File: src/rtl/coherence_ctrl_n.sv
// Coherence/bus controller: arbitrates CPUS caches onto a single RAM port and runs
// instruction fetches, dirty writebacks, snoop broadcasts and memory or cache-to-cache fills.
module coherence_ctrl_n #(
   parameter int unsigned CPUS     = 2,
   parameter int unsigned BLKWORDS = 2,
   parameter int unsigned RR_EN    = 1
) (
   input  logic                 CLK,
   input  logic                 RST,
   input  logic [CPUS-1:0]      iREN,
   input  logic [CPUS-1:0]      dREN,
   input  logic [CPUS-1:0]      dWEN,
   input  logic [CPUS-1:0]      cctrans,
   input  logic [CPUS-1:0]      ccwrite,
   input  logic [CPUS*32-1:0]   iaddr,
   input  logic [CPUS*32-1:0]   daddr,
   input  logic [CPUS*32-1:0]   dstore,
   output logic [CPUS-1:0]      iwait,
   output logic [CPUS-1:0]      dwait,
   output logic [CPUS-1:0]      ccwait,
   output logic [CPUS-1:0]      ccinv,
   output logic [CPUS*32-1:0]   iload,
   output logic [CPUS*32-1:0]   dload,
   output logic [CPUS*32-1:0]   ccsnoopaddr,
   output logic                 ramREN,
   output logic                 ramWEN,
   output logic [31:0]          ramaddr,
   output logic [31:0]          ramstore,
   input  logic [31:0]          ramload,
   input  logic [1:0]           ramstate
);

   localparam int unsigned    PW       = (CPUS > 1) ? $clog2(CPUS) : 1;
   localparam int unsigned    WCW      = (BLKWORDS > 1) ? $clog2(BLKWORDS) : 1;
   localparam int unsigned    OFFW     = $clog2(BLKWORDS) + 2;
   localparam logic [31:0]    OFF_MASK = 32'((64'd1 << OFFW) - 64'd1);
   localparam logic [WCW-1:0] WLAST    = WCW'(BLKWORDS - 1);
   // RAM status encoding: FREE=0, BUSY=1, ACCESS=2, ERROR=3
   localparam logic [1:0]     ACCESS   = 2'd2;

   typedef enum logic [2:0] {IDLE, IFETCH, WB, SNOOP, SETTLE, MEMRD, C2C} state_t;

   state_t         state, nxt_state, gnt_state;
   logic [PW-1:0]  rr_ptr, nxt_rr, req, nxt_req, serv, nxt_serv;
   logic [PW-1:0]  gnt, dirty_idx;
   logic [WCW-1:0] wcnt, nxt_wcnt;
   logic           gnt_vld, dirty_vld, access;
   logic [CPUS-1:0] wb_vec;
   logic [31:0]    blk_base, word_addr;
   logic [31:0]    iaddr_a [CPUS];
   logic [31:0]    daddr_a [CPUS];
   logic [31:0]    dstore_a [CPUS];
   logic [31:0]    iload_a [CPUS];
   logic [31:0]    dload_a [CPUS];
   logic [31:0]    snoop_a [CPUS];
   logic [CPUS-1:0] unused_dren;

   // Read requests are implied by cctrans; dREN carries no extra information here.
   assign unused_dren = dREN;

   for (genvar k = 0; k < CPUS; k++) begin : g_port
      assign iaddr_a[k]             = iaddr[k*32 +: 32];
      assign daddr_a[k]             = daddr[k*32 +: 32];
      assign dstore_a[k]            = dstore[k*32 +: 32];
      assign iload[k*32 +: 32]       = iload_a[k];
      assign dload[k*32 +: 32]       = dload_a[k];
      assign ccsnoopaddr[k*32 +: 32] = snoop_a[k];
   end

   // Pick the requester closest at-or-after ptr (round robin) or the lowest index.
   function automatic logic [PW-1:0] arb(input logic [CPUS-1:0] v, input logic [PW-1:0] ptr);
      logic [PW-1:0] g;
      int unsigned   best, d;
      g    = '0;
      best = CPUS;
      for (int unsigned i = 0; i < CPUS; i++) begin
         d = (RR_EN != 0) ? (i + CPUS - 32'(ptr)) % CPUS : i;
         if (v[i] && d < best) begin
            best = d;
            g    = PW'(i);
         end
      end
      return g;
   endfunction

   assign access    = (ramstate == ACCESS);
   assign blk_base  = daddr_a[req] & ~OFF_MASK;
   assign word_addr = blk_base + (32'(wcnt) << 2);

   // Request class priority: writeback, then coherence miss, then instruction fetch.
   always_comb begin : arb_comb
      wb_vec    = dWEN & ~cctrans;
      gnt_vld   = 1'b1;
      gnt       = '0;
      gnt_state = IDLE;
      if (|wb_vec) begin
         gnt       = arb(wb_vec, rr_ptr);
         gnt_state = WB;
      end else if (|cctrans) begin
         gnt       = arb(cctrans, rr_ptr);
         gnt_state = dWEN[gnt] ? WB : SNOOP;
      end else if (|iREN) begin
         gnt       = arb(iREN, rr_ptr);
         gnt_state = IFETCH;
      end else begin
         gnt_vld   = 1'b0;
      end
   end

   // Lowest-index peer holding the block modified supplies it.
   always_comb begin : peer_scan
      dirty_vld = 1'b0;
      dirty_idx = '0;
      for (int unsigned k = 0; k < CPUS; k++) begin
         if (!dirty_vld && PW'(k) != req && ccwrite[k]) begin
            dirty_vld = 1'b1;
            dirty_idx = PW'(k);
         end
      end
   end

   always_ff @(posedge CLK) begin : state_reg
      if (RST) begin
         state  <= IDLE;
         rr_ptr <= '0;
         req    <= '0;
         serv   <= '0;
         wcnt   <= '0;
      end else begin
         state  <= nxt_state;
         rr_ptr <= nxt_rr;
         req    <= nxt_req;
         serv   <= nxt_serv;
         wcnt   <= nxt_wcnt;
      end
   end

   always_comb begin : fsm_comb
      nxt_state = state;
      nxt_rr    = rr_ptr;
      nxt_req   = req;
      nxt_serv  = serv;
      nxt_wcnt  = wcnt;
      iwait     = '1;
      dwait     = '1;
      ccwait    = '0;
      ccinv     = '0;
      ramREN    = 1'b0;
      ramWEN    = 1'b0;
      ramaddr   = '0;
      ramstore  = '0;
      for (int unsigned k = 0; k < CPUS; k++) begin
         iload_a[k] = '0;
         dload_a[k] = '0;
         snoop_a[k] = '0;
      end

      case (state)
         IDLE: begin
            if (gnt_vld) begin
               nxt_req   = gnt;
               nxt_rr    = (32'(gnt) == CPUS - 1) ? '0 : gnt + PW'(1);
               nxt_wcnt  = '0;
               nxt_state = gnt_state;
            end
         end

         IFETCH: begin
            ramREN       = 1'b1;
            ramaddr      = iaddr_a[req];
            iload_a[req] = ramload;
            iwait[req]   = ~access;
            if (access) nxt_state = IDLE;
         end

         WB: begin
            ramWEN     = 1'b1;
            ramaddr    = daddr_a[req];
            ramstore   = dstore_a[req];
            dwait[req] = ~access;
            if (access) begin
               if (wcnt == WLAST) nxt_state = cctrans[req] ? SNOOP : IDLE;
               else               nxt_wcnt  = wcnt + WCW'(1);
            end
         end

         SNOOP, SETTLE: begin
            for (int unsigned k = 0; k < CPUS; k++) begin
               if (PW'(k) != req) begin
                  ccwait[k]  = 1'b1;
                  ccinv[k]   = ccwrite[req];
                  snoop_a[k] = blk_base;
               end
            end
            if (state == SNOOP) begin
               nxt_state = SETTLE;
            end else begin
               nxt_wcnt = '0;
               if (dirty_vld) begin
                  nxt_serv  = dirty_idx;
                  nxt_state = C2C;
               end else begin
                  nxt_state = MEMRD;
               end
            end
         end

         MEMRD: begin
            ramREN       = 1'b1;
            ramaddr      = word_addr;
            dload_a[req] = ramload;
            dwait[req]   = ~access;
            if (access) begin
               if (wcnt == WLAST) nxt_state = IDLE;
               else               nxt_wcnt  = wcnt + WCW'(1);
            end
         end

         C2C: begin
            // Owner's data goes to the requester and is written back to RAM in the same beat.
            ramWEN        = 1'b1;
            ramaddr       = word_addr;
            ramstore      = dstore_a[serv];
            dload_a[req]  = dstore_a[serv];
            dwait[req]    = ~access;
            dwait[serv]   = ~access;
            ccwait[serv]  = 1'b1;
            snoop_a[serv] = word_addr;
            ccinv[serv]   = ccwrite[req];
            if (access) begin
               if (wcnt == WLAST) nxt_state = IDLE;
               else               nxt_wcnt  = wcnt + WCW'(1);
            end
         end

         default: nxt_state = IDLE;
      endcase
   end

endmodule

File: config.mk
export PLATFORM = sky130hd
export DESIGN_NAME = coherence_ctrl_n
export DESIGN_NICKNAME = d
export VERILOG_FILES = /design/src/rtl/coherence_ctrl_n.sv
export SDC_FILE = /design/constraint.sdc
export NUM_CORES = 1
export LEC_CHECK = 0
export ABC_CLOCK_PERIOD_IN_PS = 1950
export BUFFER_PORTS_ARGS = -buffer_cell sky130_fd_sc_hd__buf_2
export CAP_MARGIN = 15
export CELL_PAD_IN_SITES_DETAIL_PLACEMENT = 0
export CELL_PAD_IN_SITES_GLOBAL_PLACEMENT = 2
export CORE_AREA = 2 2 195 197
export CTS_CLUSTER_SIZE = 40
export DETAILED_ROUTE_END_ITERATION = 8
export DIE_AREA = 0 0 197 199
export PLACE_DENSITY = 0.78
export REMOVE_ABC_BUFFERS = 1
export SYNTH_ARGS = -nofsm -noshare
export SYNTH_HDL_FRONTEND = slang
export SYNTH_SLANG_ARGS = --single-unit
File: constraint.sdc
create_clock -name CLK -period 1.95 [get_ports CLK]
set_input_delay 0.2925 -clock CLK [delete_from_list [all_inputs] [get_ports CLK]]
set_output_delay 0.2925 -clock CLK [all_outputs]
set_load 0.03 [all_outputs]
### Word-level counts from Yosys, hierarchy flattened

Cells that the tools add are included.

| storage, ports and cells | value |
|---|---|
| register bits | 7 |
| input bits | 238 |
| logic and storage cells | 167 |

| operators by class | value |
|---|---|
| multiplexer cells | 87 |
| equal/unequal tests | 15 |
| order comparisons | 13 |
| bitwise logic cells | 13 |
| reduce and logical (&&, ||, !) cells | 29 |
| add/sub/neg operators | 5 |

Operator list:

| cell | count |
|---|---|
| $mux 32 | 22 |
| $pmux 64 s2 | 2 |
| $and 64x64->64 | 3 |
| $lt 1x32->1 | 3 |
| $pmux 32 s3 | 1 |
| $demux 32 s1 | 2 |
| $mux 64 | 1 |
| $pmux 32 s2 | 1 |
| $mux 1 | 35 |
| $add 32x3->32 | 1 |
| $mux 2 | 9 |
| $mux 3 | 6 |
| $reduce_or 2->1 | 8 |
| $pmux 3 s5 | 1 |
| $logic_and 1x1->1 | 13 |
| $pmux 2 s2 | 3 |
| $ne 2x2->1 const B | 5 |
| $eq 3x3->1 const B | 3 |
| $lt 1x2->1 const B | 4 |
| $eq 3x2->1 const B | 2 |
| $ne 2x1->1 const B | 3 |
| $reduce_and 6->1 | 1 |
| $and 2x2->2 | 2 |
| $ge 2x2->1 const B | 2 |
| 20 further kinds | 29 |

### Depth between registers and ports, before layout

Gate-level depths: netlist (run 1).

| depth | value |
|---|---|
| word-level depth | 18 |
| depth in mapped cells | 8 |
| gate-level depth less buffers | 5 |

### Least setup slack after synthesis (run 1)

OpenSTA, ideal clock, no wires.

| timing path | value |
|---|---|
| kind | register to output |
| start | register state[0] |
| end | output port ccinv[1] |
| path slack | -411 ps |
| stages on the path, launching flop included | 9 |
| data arrival time | 2068 ps |
| path through | dfxtp_1 -> buf_4 -> or2b_4 -> inv_2 -> and3_4 -> buf_6 -> buf_6 -> o21ai_0 -> o21ai_0 |

| on the way | value |
|---|---|
| cells in the longest elaborated chain, start to end | 3 |
| elaborated cells on any way between the ends | 5 |

Ends and longest elaborated chain:

| element | RTL line | RTL |
|---|---|---|
| from (decl) | 43 | `state_t state, nxt_state, gnt_state;` |
| from (signal assigned) | 130 | `state <= nxt_state;` |
| $eq 3x2->1 / $eq 3x3->1 (equally long branches) | 158 | `case (state)` |
| $reduce_or 2->1 | 158 |  |
| $pmux 2 s2 (*) | 158 |  |
| to (decl) | 21 | `output logic [CPUS-1:0] ccinv,` |

Mark *: on every way between the ends. The rest lies on a longest branch, timed or not.

### Worst setup path after layout (run 1)

| timing path | value |
|---|---|
| start | register state[1] |
| end | output port dload[42] |

| on the way | value |
|---|---|
| cells in the longest elaborated chain, start to end | 2 |
| elaborated cells on any way between the ends | 3 |

Ends and longest elaborated chain:

| element | RTL line | RTL |
|---|---|---|
| $eq 3x3->1 | 158 |  |
| $pmux 64 s2 (*) | 158 |  |
| to (decl) | 23 | `output logic [CPUS*32-1:0] dload,` |

Marks and branches as above.

==> results of run 1 <==
[synth_stat cells (all sizes together), types with 24 or more instances]
master	instances	area, um^2
a22oi	63	473
and2	66	413
a222oi	32	320
o21ai	75	375
nand2	31	116
buf	34	213
mux2i	42	420
clkbuf	48	181
nor2	77	289
o32ai	26	228
inv	33	124
o22ai	24	150
[routing by layer]
layer,global-route usage (%),up-vias
li1,-,3704
met1,19.0,3898
met2,29.3,444
met3,1.70,59
met4,6.21,2
met5,0,-
[cell usage in the layout, fill, tap and decap left out, types with 16 or more instances in the layout]
master    netlist  layout
buf_2          23     281
buf_4           5     185
buf_6           5     162
nor2_1         77      58
mux2i_1        42      42
and2_1         66      40
a22oi_1        63      33
a222oi_1       32      32
inv_1          32      31
a22oi_2         0      30
buf_12          0      30
nand2_1        31      27
and2_4          0      26
o21ai_1         1      25
o21ai_2         0      20
o21ai_0        74      19
a21boi_0       23      16
[worst max path at each step]
stage | depth (start not counted) | to | start | slack, ns
floorplan | 3 | iwait[1] | req | -5.77
global placement | 5 | ramaddr[20] | state[1] | -0.62
detailed placement | 5 | ramaddr[27] | state[1] | -0.66
CTS | 9 | dload[8] | state[1] | -0.42
global route | 8 | dload[33] | state[1] | -0.50
finish | 9 | dload[42] | state[1] | -0.44
[kinds of logic after synthesis]
kind of cell / synth area share, %
flops: 3.45
simple gates: 26.6
mux: 10.4
other cells: 0.0924
compound gates: 46.7
buf+inv: 12.8
[worst max-delay path: cells and delay by family (launching register included)]
kind,cells,cell delay (ns)
buffers and inverters,5,0.68
DFF,1,0.32
AOI/OAI and AO/OA,1,0.35
and+or+nand+nor,3,0.51
[layout make-up]
class | count | area (um^2)
fillers | 3936 | 25800
repair buffers | 690 | 5900
multi-input cells | 534 | 4470
well taps | 474 | 593
flip-flops and latches | 7 | 148
inverters | 33 | 130
clock buffers | 4 | 78.8
diodes | 2 | 5.00
[metrics by stage]
stage               utilization (%)  setup slack [ns]  std cells
floorplan                         -             -5.77        572
global placement               21.2            -0.618       1653
detailed placement             21.2            -0.656       1653
CTS                            25.6            -0.422       1691
global route                   30.5            -0.504       1743
finish                         30.5            -0.444       1744
[power by group]
group	internal (mW)	switching [mW]	total (mW)
combinational	1.22	1.67	2.89
clock	0.273	0.0903	0.364
sequential	0.157	0.0158	0.172
[repair_timing]
action | 4_1_cts | 5_1_grt
endpoints found under the setup margin | 260 | 260
hold buffers | 0 | 0
setup buffers | 23 | 50
gates cloned | 11 | 13
gates resized for setup | 361 | 385
pin swaps | 30 | 55
==> results.sh, run 1 <==
export IMPL_p_per_area_mw_per_mm2=302
export IMPL_async_reset_ff_share_pct=0
export IMPL_end_kind="output port"
export IMPL_cpMaxStageDelayCell="a222oi_1"
export IMPL_std_cell_rows=71
export IMPL_htreeDepth=1
export IMPL_initial_core_util_pct=10.9
export IMPL_synth_edff_count=0
export IMPL_syn_area_mm2=0.00406
export IMPL_avgRoutedWirePerCell_um=22.1
export IMPL_die_area_mm2=0.0392
export IMPL_core_area_mm2=0.0371
export IMPL_grt_first_pass_wirelength_um=47100
export IMPL_grt_pass1_vias=7457
export IMPL_cp_data_required_time_ns=1.66
export IMPL_min_period_ns=2.39
export IMPL_hold_viol=0
export IMPL_grt_total_usage_pct=16.0
export IMPL_insertion_delay_ns=0.24
export IMPL_worstPathArrival_ns=2.10
export IMPL_holdCritPathClass="in -> reg"
export IMPL_met1_length_um=15100
export IMPL_reg2reg_to="rr_ptr"
export IMPL_max_slew_margin_pct=44.1
export IMPL_grt_max_degree=41
export IMPL_antenna_found_initial=3
export IMPL_drv_cap=0
export IMPL_die_y_um=199
export IMPL_vias=8107
export IMPL_ys_ff_latch=7
export IMPL_nets=1507
export IMPL_path_cells="or2b_4, inv_4, buf_6, and3_4, buf_6, a222oi_1, buf_4, nor2_4, buf_6"
export IMPL_tns_ns=-81.11
export IMPL_dr_wl_met3_um=2230
export IMPL_area_growth_pct=179
export IMPL_violations="setup timing"
export IMPL_r2r_slack_ns=0.19
export IMPL_synth_main_ff_cell="dfxtp_1"
export IMPL_root_buffer="clkbuf_16"
export IMPL_ys_types=44
export IMPL_ff2ff_path_depth=7
export IMPL_fmax_mhz=418
export IMPL_portBuffers=497
export IMPL_yosysWarnings=0
export IMPL_startpoint_type="register"
export IMPL_hp_start="RST"
export IMPL_final_max_slew_viol_count=0
export IMPL_largest_register_ffs=3
export IMPL_top_layer="met5"
export IMPL_vias_per_cell=4.65
export IMPL_worst_hold_slack_ns=0.336
export IMPL_gp_congestion=0.833
export IMPL_run_status="finished, violations left"
export IMPL_synthCells=651
export IMPL_wirelength_um=38500
export IMPL_cts_buffers=3
export IMPL_ant_nets=0
export IMPL_dpl_cell_area_mm2=0.00788
export IMPL_num_io_pins=504
export IMPL_finClkSkew_ns=0.00425
export IMPL_max_vdd_ir_drop_uv=222
export IMPL_drtPass1Iterations=8
export IMPL_tritoncts="done"
export IMPL_synth_avg_cell_area_um2=6.23
export IMPL_clock_path_buffers=2
export IMPL_p_leak_nw=5.03
export IMPL_finish_instance_area_mm2=0.0113
export IMPL_die_x_um=197
export IMPL_cp_max_fo=5
export IMPL_synth_seq_area_share_pct=3.45
export IMPL_worst_slack_ns=-0.444
export IMPL_min_to="req"
export IMPL_remaining_drc_errors=0
export IMPL_total_power_mw=3.42
export IMPL_place_hpwl_um=27000
export IMPL_post_route_period_util_pct=123
export IMPL_cpMostUsedCell="buf_6"
export IMPL_wl_met2_um=19600
export IMPL_setup_viol=260
export IMPL_clk_pin_slew_ns=0.04
export IMPL_rr_startpoint="state[1]"
export IMPL_crit_type="reg -> out"
export IMPL_final_layout_size_suffix_gt1_share_pct=68.1
export IMPL_tightest_slew_ns=0.836
export IMPL_critPathMaxStageDelay_ns=0.35
export IMPL_drt_iter0_drc=390
export IMPL_whs_path_depth=2
export IMPL_cts_sinks=7
export IMPL_grt_ovfl_total=0
export IMPL_rsz0062_at_grt="true"
No activity file was read; power rests on OpenSTA's default activity.
==> inputs of run 2 (changes only) <==
--- a/config.mk
+++ b/config.mk
@@ -16,6 +16,7 @@
 export DIE_AREA = 0 0 197 199
 export PLACE_DENSITY = 0.78
 export REMOVE_ABC_BUFFERS = 1
+export SETUP_SLACK_MARGIN = 0.2
 export SYNTH_ARGS = -nofsm -noshare
 export SYNTH_HDL_FRONTEND = slang
 export SYNTH_SLANG_ARGS = --single-unit
==> run 2 against run 1 <==
Compared with the run above:
- the run still ends with setup timing left
- critical path depth unchanged
- count of clock-buffer cells in the layout did not move
- setup slack worse by 0.032 ns
- sequential share of layout area barely moved
==> results.sh, run 2 (synthesis gave the netlist of run 1 again) <==
export IMPL_std_cell_rows=71
export IMPL_hold_buffers=0
export IMPL_ff2ff_path_depth=7
export IMPL_worst_slack_ns=-0.476
export IMPL_vias_per_cell=4.67
export IMPL_remaining_drc_errors=0
export IMPL_gp_congestion=0.833
export IMPL_grt_first_pass_wirelength_um=47200
export IMPL_nets=1511
export IMPL_cp_max_fo=6
export IMPL_grt_total_usage_pct=16.0
export IMPL_core_area_mm2=0.0371
export IMPL_cts_buffers=3
export IMPL_final_cell_mix="buf_2, buf_4, buf_6"
export IMPL_path_cells="or2b_4, buf_6, nor3_4, buf_6, buf_16, a222oi_1, buf_4, nor2_4, buf_6"
export IMPL_p_leak_nw=5.05
export IMPL_initial_core_util_pct=10.9
export IMPL_drt_iter0_drc=395
export IMPL_largest_register_ffs=3
export IMPL_startpoint_type="register"
export IMPL_finClkSkew_ns=0.00343
export IMPL_insertion_delay_ns=0.24
export IMPL_die_y_um=199
export IMPL_wirelength_um=39100
export IMPL_max_slew_margin_pct=58.7
export IMPL_min_period_ns=2.43
export IMPL_tritoncts="done"
export IMPL_path_buf_inv=5
export IMPL_antenna_found_initial=4
export IMPL_tightest_slew_ns=0.615
export IMPL_violations="setup timing"
export IMPL_final_max_slew_viol_count=0
export IMPL_grt_max_degree=41
export IMPL_die_area_mm2=0.0392
export IMPL_crit_type="reg -> out"
export IMPL_final_layout_size_suffix_gt1_share_pct=69.6
export IMPL_tns_ns=-84.01
export IMPL_root_buffer="clkbuf_16"
export IMPL_end_kind="output port"
export IMPL_whs_path_depth=2
export IMPL_clock_path_buffers=2
export IMPL_die_x_um=197
export IMPL_path_delay_family="buffers and inverters"
export IMPL_clk_pin_slew_ns=0.04
export IMPL_holdCritPathClass="in -> reg"
export IMPL_grt_pass1_vias=7446
export IMPL_cp_data_required_time_ns=1.66
export IMPL_drv_cap=0
export IMPL_finish_instance_area_mm2=0.0114
export IMPL_fmax_mhz=412
export IMPL_htreeDepth=1
export IMPL_avgRoutedWirePerCell_um=22.4
export IMPL_dp_slack_ns=-0.656
export IMPL_nFillCells=3932
export IMPL_vias=8164
export IMPL_cpMostUsedCell="buf_6"
export IMPL_max_vdd_ir_drop_uv=228
export IMPL_place_hpwl_um=27000
export IMPL_dpl_cell_area_mm2=0.00788
export IMPL_portBuffers=497
export IMPL_drtPass1Iterations=7
export IMPL_rsz0062_at_grt="true"
export IMPL_grt_ovfl_total=0
export IMPL_area_growth_pct=180
export IMPL_cts_sinks=7
export IMPL_path_depth=9
export IMPL_worstPathArrival_ns=2.13
export IMPL_p_per_area_mw_per_mm2=303
export IMPL_final_common_cell="buf_2"
export IMPL_num_io_pins=504
export IMPL_critPathMaxStageDelay_ns=0.33
export IMPL_cpMaxStageDelayCell="dfxtp_2"
export IMPL_setup_viol=260
export IMPL_run_status="finished, violations left"
export IMPL_hold_viol=0
export IMPL_ant_nets=0
export IMPL_post_route_period_util_pct=124
run 2: final timing paths:
kind | from | endpoint | slack (ns)
min | RST | req | 0.34
min reg2reg | rr_ptr | rr_ptr | 0.54
max | state[1] | dload[19] | -0.48
max reg2reg | state[1] | rr_ptr | 0.22
run 2: what timing repair did:
action / 4_1_cts / 5_1_grt
cloned: 11 / 17
pin swaps: 33 / 58
setup endpoints to repair: 260 / 262
resized for setup: 341 / 421
buffers inserted: 23 / 38
run 2: per-stage QoR:
step	instances	hold WS, ns	power [mW]	utilization [%]
after floorplan	572	0.362	1.22	-
after global placement	1653	0.529	2.30	21.2
after detailed placement	1653	0.536	2.31	21.2
after CTS	1691	0.338	3.07	25.4
after global routing	1747	0.356	3.61	30.6
final	1747	0.341	3.45	30.6
run 2: area by class of cell:
class | instances | area [um^2] | area share [%]
antenna | 1 | 2.50 | 0.0220
multi-input combinational | 535 | 4440 | 39.1
timing repair buffer | 693 | 5970 | 52.5
sequential | 7 | 148 | 1.30
inverter | 33 | 133 | 1.17
clock buffer | 4 | 78.8 | 0.694
tap | 474 | 593 | 5.22
run 2: routing by layer:
metal | GRT usage (%) | vias to the layer above | wire length, um
li1 | - | 3713 | -
met1 | 19.3 | 3927 | 15700
met2 | 29.2 | 454 | 19600
met3 | 1.46 | 68 | 2240
met4 | 6.15 | 2 | 1580
met5 | 0 | - | 13
run 2: power breakdown:
group,switching [mW],internal (mW)
Combinational,1.67,1.24
Sequential,0.0197,0.157
Clock,0.0905,0.273
==> inputs of run 3 (changes only) <==
--- a/config.mk
+++ b/config.mk
@@ -14,7 +14,7 @@
 export CTS_CLUSTER_SIZE = 40
 export DETAILED_ROUTE_END_ITERATION = 8
 export DIE_AREA = 0 0 197 199
-export PLACE_DENSITY = 0.78
+export PLACE_DENSITY = 0.74
 export REMOVE_ABC_BUFFERS = 1
 export SETUP_SLACK_MARGIN = 0.2
 export SYNTH_ARGS = -nofsm -noshare
==> run 3 against run 2 <==
Compared with the run above:
- wire length up 5.0%
- highest routed layer is now met4
- total power up 2.4%
- count of clock-buffer cells in the layout unchanged
- largest cell class unchanged
- the run still ends with setup timing left
- critical path type unchanged
- die area unchanged
- utilization up 0.39 points
- non-clock buffer count down 14
- register-to-register slack worse by 0.10 ns
- critical path depth down 1
- hold slack worse by 0.0095 ns
==> results.sh, run 3 (synthesis gave the netlist of run 1 again) <==
export IMPL_root_buffer="clkbuf_16"
export IMPL_swShare_pct=51.6
export IMPL_setup_viol=260
export IMPL_drv_cap=0
export IMPL_die_y_um=199
export IMPL_fmax_mhz=434
export IMPL_die_area_mm2=0.0392
export IMPL_post_route_period_util_pct=118
export IMPL_cp_data_required_time_ns=1.66
export IMPL_intPower_mw=1.71
export IMPL_rsz0062_at_grt="true"
export IMPL_fin_cells=1729
export IMPL_portBuffers=497
export IMPL_startpoint_type="register"
export IMPL_std_cell_rows=71
export IMPL_final_layout_size_suffix_gt1_share_pct=69.7
export IMPL_grt_total_usage_pct=15.4
export IMPL_tightest_slew_ns=0.543
export IMPL_holdCritPathClass="in -> reg"
export IMPL_p_leak_nw=5.03
export IMPL_use_met3_pct=1.76
export IMPL_area_growth_pct=184
export IMPL_gp_congestion=0.813
export IMPL_max_vdd_ir_drop_uv=291
export IMPL_worstPathArrival_ns=2.01
export IMPL_p_comb_share_pct=84.9
export IMPL_vias_per_cell=4.71
export IMPL_grt_ovfl_total=0
export IMPL_dp_slack_ns=-0.181
export IMPL_final_cell_mix="buf_2, buf_4, buf_6"
export IMPL_p_clk_share_pct=10.1
export IMPL_drt_iter0_drc=360
export IMPL_min_period_ns=2.30
export IMPL_final_common_cell="buf_2"
export IMPL_crit_type="reg -> out"
export IMPL_wirelength_um=41100
export IMPL_clock_path_buffers=2
export IMPL_p_per_area_mw_per_mm2=307
export IMPL_finClkSkew_ns=0.00382
export IMPL_drtPass1Iterations=5
export IMPL_worst_slack_ns=-0.353
export IMPL_max_slew_margin_pct=63.5
export IMPL_die_x_um=197
export IMPL_num_io_pins=504
export IMPL_insertion_delay_ns=0.24
export IMPL_gr_usage_met1_pct=18.7
export IMPL_nets=1494
export IMPL_total_power_mw=3.53
export IMPL_tns_ns=-60.72
export IMPL_grt_first_pass_wirelength_um=46100
export IMPL_grt_pass1_vias=7429
export IMPL_tritoncts="done"
export IMPL_final_max_slew_viol_count=0
export IMPL_cts_buffers=3
export IMPL_p_switching_mw=1.82
export IMPL_seq_power_share_pct=4.9
export IMPL_initial_core_util_pct=10.9
export IMPL_met2_usage_pct=28.4
export IMPL_cp_max_fo=12
export IMPL_remaining_drc_errors=0
export IMPL_dp_cells=1656
export IMPL_place_hpwl_um=26400
export IMPL_vias=8145
export IMPL_busiest_layer="met2"
export IMPL_hold_buffers=0
export IMPL_violations="setup timing"
export IMPL_end_kind="output port"
export IMPL_clk_pin_slew_ns=0.04
export IMPL_hold_viol=0
export IMPL_diodes=0
export IMPL_ant_nets=0
export IMPL_grt_max_degree=51
export IMPL_htreeDepth=1
export IMPL_post_route_util_pct=31.0
export IMPL_core_area_mm2=0.0371
export IMPL_largest_register_ffs=3
export IMPL_cts_sinks=7
export IMPL_antenna_found_initial=1
export IMPL_run_status="finished, violations left"
export IMPL_avgRoutedWirePerCell_um=23.8
==> run 3: cell types whose count changed in the layout (fill, tap and decap cells not counted), sizes merged <==
cell / previous run / this run
diode: 1 / 0
clkbuf: 16 / 27
bufbuf: 1 / 0
clkinvlp: 1 / 0
clkinv: 1 / 0
nor2: 78 / 77
inv: 31 / 33
and3: 3 / 1
buf: 680 / 656
==> run 3: area by class of cell <==
| cell class | instances | area [um^2] |
|---|---|---|
| clock buffers | 4 | 78.8 |
| fillers | 3952 | 25600 |
| inverters | 33 | 124 |
| multi-input cells | 532 | 4530 |
| flip-flops and latches | 7 | 150 |
| well taps | 474 | 593 |
| repair buffers | 679 | 6030 |
==> run 3: routing by layer <==
metal | share of wire [%] | vias to the layer above
li1 | - | 3676
met2 | 51 | 470
met4 | 3.6 | 0
met5 | 0 | -
met3 | 6.5 | 77
met1 | 39 | 3922
==> run 3: critical path: stages, from the launching register on <==
cell	delay [ns]
dfxtp_2	0.32
or2b_4	0.21
inv_2	0.03
and3_4	0.22
buf_12	0.16
buf_6	0.12
a222oi_1	0.41
nor2_1	0.11
buf_4	0.18
==> run 3: through the flow <==
step           cell area, um^2  hold WS [ns]
4_1_cts                   8730         0.334
6_report                 11500         0.332
3_3_place_gp              7930         0.530
2_1_floorplan             3680         0.362
3_5_place_dp              7930         0.538
5_1_grt                  11500         0.359
==> run 3: power groups by stage <==
| stage | sequential (mW) | clock [mW] | combinational (mW) |
|---|---|---|---|
| finish | 0.174 | 0.358 | 3.00 |
| global route | 0.175 | 0.370 | 3.14 |
| CTS | 0.173 | 0.362 | 2.35 |
| detailed placement | 0.174 | 0 | 2.15 |
| global placement | 0.173 | 0 | 2.14 |
| floorplan | 0.230 | 0 | 0.989 |
==> run 3: final timing paths <==
kind,end,cells past startpoint,slack [ns],start
max reg2reg,rr_ptr,8,0.12,state[1]
min reg2reg,rr_ptr,2,0.55,rr_ptr
max,dload[58],8,-0.35,state[1]
min,req,2,0.33,RST
==> run 3: repair_timing <==
item / in CTS / in global routing
gates resized for setup: 235 / 583
setup buffers: 3 / 35
pin swaps: 9 / 92
endpoints found under the setup margin: 260 / 262
cloned: 2 / 29
